--- config.mk ---
export PLATFORM = sky130hd
export DESIGN_NAME = register_file_sb
export DESIGN_NICKNAME = d
export VERILOG_FILES = /design/src/rtl/register_file_sb_pkg.sv /design/src/rtl/register_file_sb_decoder.sv /design/src/rtl/register_file_sb.sv
export SDC_FILE = /design/constraint.sdc
export NUM_CORES = 2
export LEC_CHECK = 0
export CORE_MARGIN = 2
export CORE_UTILIZATION = 45
export CTS_CLUSTER_DIAMETER = 150
export DETAILED_ROUTE_END_ITERATION = 8
export GPL_TIMING_DRIVEN = 1
export PLACE_DENSITY = 0.62
export SYNTH_ARGS = -nofsm -noshare
export SYNTH_HDL_FRONTEND = slang
export SYNTH_SLANG_ARGS = --single-unit
--- constraint.sdc ---
create_clock -name clk -period 33.2 [get_ports clk]
set_clock_uncertainty 0.1 [all_clocks]
set_input_delay 4.98 -clock clk [delete_from_list [all_inputs] [get_ports clk]]
set_output_delay 4.98 -clock clk [all_outputs]
set_load 0.05 [all_outputs]
--- src/rtl/register_file_sb_pkg.sv ---
// -----------------------------------------------------------------------------
// register_file_sb_pkg
// Shared definitions for the MIPS general-purpose register file:
//   - reg_idx_t      : 5-bit architectural register index
//   - ZERO/GP/SP/RA  : well-known register indices
//   - *_RESET_DEFAULT: power-on contents of $sp and $gp
//   - idx_hit()      : "a write to a non-zero register matches this read index"
// -----------------------------------------------------------------------------
package register_file_sb_pkg;

  typedef logic [4:0] reg_idx_t;

  localparam int NUM_REGS = 32;

  localparam reg_idx_t ZERO = 5'd0;
  localparam reg_idx_t GP   = 5'd28;
  localparam reg_idx_t SP   = 5'd29;
  localparam reg_idx_t RA   = 5'd31;

  localparam logic [31:0] SP_RESET_DEFAULT = 32'h7FFF_EFFC;
  localparam logic [31:0] GP_RESET_DEFAULT = 32'h1000_8000;

  // Register 0 is hard-wired, so a write aimed at it can never match a read.
  function automatic logic idx_hit(input logic     en,
                                   input reg_idx_t wr_idx,
                                   input reg_idx_t rd_idx);
    return en && (wr_idx == rd_idx) && (rd_idx != ZERO);
  endfunction

endpackage

--- src/rtl/register_file_sb_decoder.sv ---
// -----------------------------------------------------------------------------
// Decoder_Register_File
// 5-to-32 one-hot decoder used to qualify register-file writes and scoreboard
// updates.
// Ports:
//   enable : when low, the select vector is all zeros
//   index  : register index to decode
//   select : one-hot select, bit n set when enable=1 and index=n
// -----------------------------------------------------------------------------
module Decoder_Register_File
  import register_file_sb_pkg::*;
(
  input  logic                enable,
  input  reg_idx_t            index,
  output logic [NUM_REGS-1:0] select
);

  always_comb begin
    select = '0;
    if (enable) begin
      select[index] = 1'b1;
    end
  end

endmodule

--- src/rtl/register_file_sb.sv ---
// -----------------------------------------------------------------------------
// register_file_sb
// 32 x DATA_WIDTH MIPS register file with two combinational read ports, one
// write port, optional write-to-read bypass and a pending-write scoreboard.
// Ports:
//   clk, reset                      : rising-edge clock, async active-high reset
//   reg_write_i / write_register_i  : writeback enable and destination index
//   write_data_i                    : writeback data
//   read_register_{1,2}_i           : source indices (rs, rt)
//   read_data_{1,2}_o               : operand data (combinational)
//   issue_i / issue_register_i      : destination of an instruction leaving decode
//   busy_{1,2}_o                    : operand still waits on an outstanding write
//   pending_o                       : scoreboard, bit n = register n pending
// -----------------------------------------------------------------------------
module register_file_sb
  import register_file_sb_pkg::*;
#(
  parameter int                    DATA_WIDTH = 32,
  parameter logic [DATA_WIDTH-1:0] SP_RESET   = DATA_WIDTH'(SP_RESET_DEFAULT),
  parameter logic [DATA_WIDTH-1:0] GP_RESET   = DATA_WIDTH'(GP_RESET_DEFAULT),
  parameter bit                    BYPASS_EN  = 1'b1
) (
  input  logic                  clk,
  input  logic                  reset,
  input  logic                  reg_write_i,
  input  reg_idx_t              write_register_i,
  input  logic [DATA_WIDTH-1:0] write_data_i,
  input  reg_idx_t              read_register_1_i,
  input  reg_idx_t              read_register_2_i,
  output logic [DATA_WIDTH-1:0] read_data_1_o,
  output logic [DATA_WIDTH-1:0] read_data_2_o,
  input  logic                  issue_i,
  input  reg_idx_t              issue_register_i,
  output logic                  busy_1_o,
  output logic                  busy_2_o,
  output logic [NUM_REGS-1:0]   pending_o
);

  logic [NUM_REGS-1:0]   write_select;
  logic [NUM_REGS-1:0]   issue_select;
  logic [NUM_REGS-1:0]   pending;
  logic [DATA_WIDTH-1:0] regs [NUM_REGS];

  logic write_hit_1;
  logic write_hit_2;
  logic bypass_1;
  logic bypass_2;

  Decoder_Register_File u_write_decoder (
    .enable (reg_write_i),
    .index  (write_register_i),
    .select (write_select)
  );

  Decoder_Register_File u_issue_decoder (
    .enable (issue_i),
    .index  (issue_register_i),
    .select (issue_select)
  );

  // Storage: register 0 is never written, so it keeps its reset value of 0.
  always_ff @(posedge clk or posedge reset) begin
    if (reset) begin
      for (int i = 0; i < NUM_REGS; i++) begin
        regs[i] <= '0;
      end
      regs[GP] <= GP_RESET;
      regs[SP] <= SP_RESET;
    end else begin
      for (int i = 1; i < NUM_REGS; i++) begin
        if (write_select[i]) begin
          regs[i] <= write_data_i;
        end
      end
    end
  end

  // Scoreboard: the retiring write clears first, then a new issue sets, so a
  // same-cycle issue to the register being written leaves it pending.
  always_ff @(posedge clk or posedge reset) begin
    if (reset) begin
      pending <= '0;
    end else begin
      pending <= ((pending & ~write_select) | issue_select) & ~NUM_REGS'(1);
    end
  end

  assign pending_o = pending;

  // Read ports. While reset is held the writeback bus is ignored so the ports
  // show the reset contents and nothing reads as busy.
  always_comb begin
    write_hit_1 = !reset && idx_hit(reg_write_i, write_register_i, read_register_1_i);
    write_hit_2 = !reset && idx_hit(reg_write_i, write_register_i, read_register_2_i);
    bypass_1    = BYPASS_EN && write_hit_1;
    bypass_2    = BYPASS_EN && write_hit_2;

    read_data_1_o = bypass_1 ? write_data_i : regs[read_register_1_i];
    read_data_2_o = bypass_2 ? write_data_i : regs[read_register_2_i];

    // Without bypass the value being written is not visible until the next
    // cycle, so a matching write keeps the operand busy for this cycle.
    if (BYPASS_EN) begin
      busy_1_o = pending[read_register_1_i] && !bypass_1;
      busy_2_o = pending[read_register_2_i] && !bypass_2;
    end else begin
      busy_1_o = pending[read_register_1_i] || write_hit_1;
      busy_2_o = pending[read_register_2_i] || write_hit_2;
    end
  end

endmodule
==> flow_summary.ini <==
[run_status]
status = completed

[cells_and_area]
regArea_um2 = 25600
multiInputGateArea_um2 = 28200
drive_gt1_share_pct = 49.3
nFillCells = 10500
post-route-cell-area_um2 = 62500
area_growth_pct = 12.1
fin_nets = 3884

[route]
postRouteAntennaNets = 0
drt_iter0_markers = 4020
avgRoutedWirePerCell_um = 33.7
top_layer = met5
wl_met3_um = 15400
first_pass_iters = 5
drc = 0
vias_per_cell = 6.67
wl_met1_um = 77700
wl_met2_um = 86100
vias = 37200
drt-total-wl_um = 188000

[critical_path]
r2r_setup_slack_ns = 32.28
arrival_ns = 10.30
start_kind = input pin
crit_family = buffers and inverters
reg2reg_to = pending_o[21]
r2r_start = pending_o[21]
crit_chain = buf_8 -> buf_4 -> buf_4 -> or4_4 -> a21oi_4 -> or3_2 -> buf_4 -> and3_1 -> nor3_1 -> clkdlybuf4s50_1
r2r_cells = 2
cp_slowest_cell = clkdlybuf4s50_1
path_buf_inv = 5
crit_top_cell = buf_4
path_max_fanout = 77
critPathKind = input pin to primary output
required_ns = 28.12
worst_setup_path_end_kind = primary output
cp_slowest_stage_delay_ns = 0.99

[die]
num_rows = 129
ios = 154
start_util_pct = 45.2
die_x_um = 356
die_h_um = 356
die_area_um2 = 127000
core_um2 = 123000

[yosys]
synth_commonest_cells = 1,077 x mux2_2, 993 x dfrtp_1, 421 x mux4_2, 212 x clkbuf_1, 131 x buf_2
async_reset_ff_share_pct = 100
yosys.cell_count.top_type = mux2_2
synth.cell_area_um2 = 55700
synth_seq_area_share_pct = 46.0
ys.warnings.count = 32
synthXorXnorAreaFrac_pct = 0.126
synthSimpleGateAreaFrac_pct = 3.12
syn-num-nets = 3913
netlist_instances = 3857
avgSynthCellArea_um2 = 14.4
synth_top_family_by_area = multiplexers
synth_seq_cells = 1023
synthAdderAreaFrac_pct = 0
synth_cell_types = 55
synth_compound_area_share_pct = 5.83
yosys.area.top_type = dfrtp_1
synth.top_cells.by_area = dfrtp_1 45%, mux2_2 22%, mux4_2 17%
synth_edf_count = 0
ys.flop_type = dfrtp_1
netlist.area_leader.share_pct = 44.6
synthMuxAreaShare_pct = 41.2

[clock_tree]
clockRootBuffer = clkbuf_16
cts_made_buffers = 109
hold_buffers = 0
clk-insertion-delay-late_ns = 0.71
cts_buffer_depth = 3
cts.sinks = 1023
cts_setup_buffers = 0
cts_tree = built
htreeDepth = 3
cts_resized = 0
clk_pin_slew_ns = 0.06

[placement]
placed_cell_area_um2 = 58400
place_ws_ns = 17.97
gp_congestion = 0.835
port_buffers = 152
hpwlAfterDp_um = 111000

[job]
drv_cap = 0

[global_routing]
grt_pass1_vias = 37100
grt_util_all_layers_pct = 29.7
grt_max_degree = 175
grt_pass1_wl_um = 273000
grt-ovfl-total = 0
antenna_found_initial = 12

[power]
power_leakage_nw = 26.5
peakVddDrop_v = 0.0000561
power_mw = 3.95
p_per_area_nw_per_um2 = 63.2

[hold_path]
holdPathEnd = regs[991]
hold_class = register to register
whs_path_depth = 2
hp-start = regs[991]

[sta]
worst_slew_pin_slew_ns = 1.42
timing_hold_violations_final = 0
tns_ns = 0
finalHoldWorstSlack_ns = 0.400
maxSlewViolCount = 0
slew_headroom_pct = 3.87
finalCritPeriodShare_pct = 46.3
fmax_ghz = 0.0650
min_period_ns = 15.38
setup_slack_ns = 17.82
setup_viol = 0
rsz0062_at_grt = false
-- flip-flops by register name, indices dropped and copies added, names as in the netlist --
signal     count
pending_o     31
regs         992
-- where the power goes --
group | leakage (nW) | internal, mW | switching (mW)
Combinational | 11.5 | 0.482 | 0.408
Clock | 1.98 | 0.828 | 0.545
Sequential | 13.0 | 1.50 | 0.185
-- cells in the final DEF (no fill, tap or decap), types with 6 or more instances in the layout --
cell	instances
and3_1	40
mux2_1	8
a2bb2oi_1	17
nand2_2	15
nor3b_1	8
nor2_1	66
nand2_1	85
mux2_2	1077
a221o_1	39
mux4_2	421
o221ai_1	21
o31ai_1	17
nand3b_1	16
clkinvlp_4	7
clkbuf_1	16
a2111oi_2	21
mux2i_1	127
a22o_1	58
o21ai_1	18
nor3_1	42
a21oi_1	55
nand3_1	7
clkinv_2	25
nor2b_1	13
o41ai_2	6
a22oi_1	34
clkbuf_8	22
or3_1	14
dfstp_2	30
nor2_4	16
clkdlybuf4s50_1	142
clkbuf_16	113
dfrtp_1	993
bufinv_16	20
o21ai_0	48
a221oi_1	10
buf_4	121
o22ai_1	69
-- worst reg2reg max path: cells and delay by family, from the launching register on --
family / cells / cell delay, ns
compound gates: 2 / 0.24
flops: 1 / 0.45
-- how the worst max path moves through the flow --
| stage | from | endpoint | cells after the start |
|---|---|---|---|
| 5_1_grt | read_register_1_i[1] | read_data_1_o[14] | 10 |
| 3_5_place_dp | read_register_1_i[1] | read_data_1_o[11] | 10 |
| 2_1_floorplan | reset | pending_o[10] | 1 |
| 4_1_cts | read_register_1_i[1] | read_data_1_o[11] | 10 |
| 6_report | read_register_1_i[1] | read_data_1_o[11] | 10 |
| 3_3_place_gp | read_register_1_i[1] | read_data_1_o[11] | 10 |
-- per-layer routing --
| metal | track usage [%] | up-vias |
|---|---|---|
| li1 | - | 14900 |
| met1 | 41.9 | 20000 |
| met2 | 45.3 | 1839 |
| met3 | 5.60 | 430 |
| met4 | 12.1 | 6 |
| met5 | 0 | - |
-- layout make-up --
class                      instances  area share, %
antenna                            4         0.0160
clock buffer                     151           5.11
clock inverter                    57           1.34
inverter                           2         0.0180
multi-input combinational       2418           45.2
sequential                      1023           41.0
tap                             1637           3.28
timing repair buffer             274           3.99
-- cell families (layout without fill, tap and decap cells) --
logic type | Yosys count | in the layout
muxes | 1633 | 1633
DFF | 1023 | 1023
AOI/OAI and AO/OA | 423 | 423
buffers and inverters | 416 | 484
and+or+nand+nor | 353 | 353
xor gates and xnor gates | 8 | 8
other | 1 | 5
-- metrics by stage --
stage | util (%) | std cells
6_report | 50.7 | 5566
5_1_grt | 50.7 | 5563
4_1_cts | 50.7 | 5562
3_5_place_dp | 47.4 | 5354
3_3_place_gp | 47.4 | 5354
2_1_floorplan | - | 3857
(Power assumes the default switching activity.)
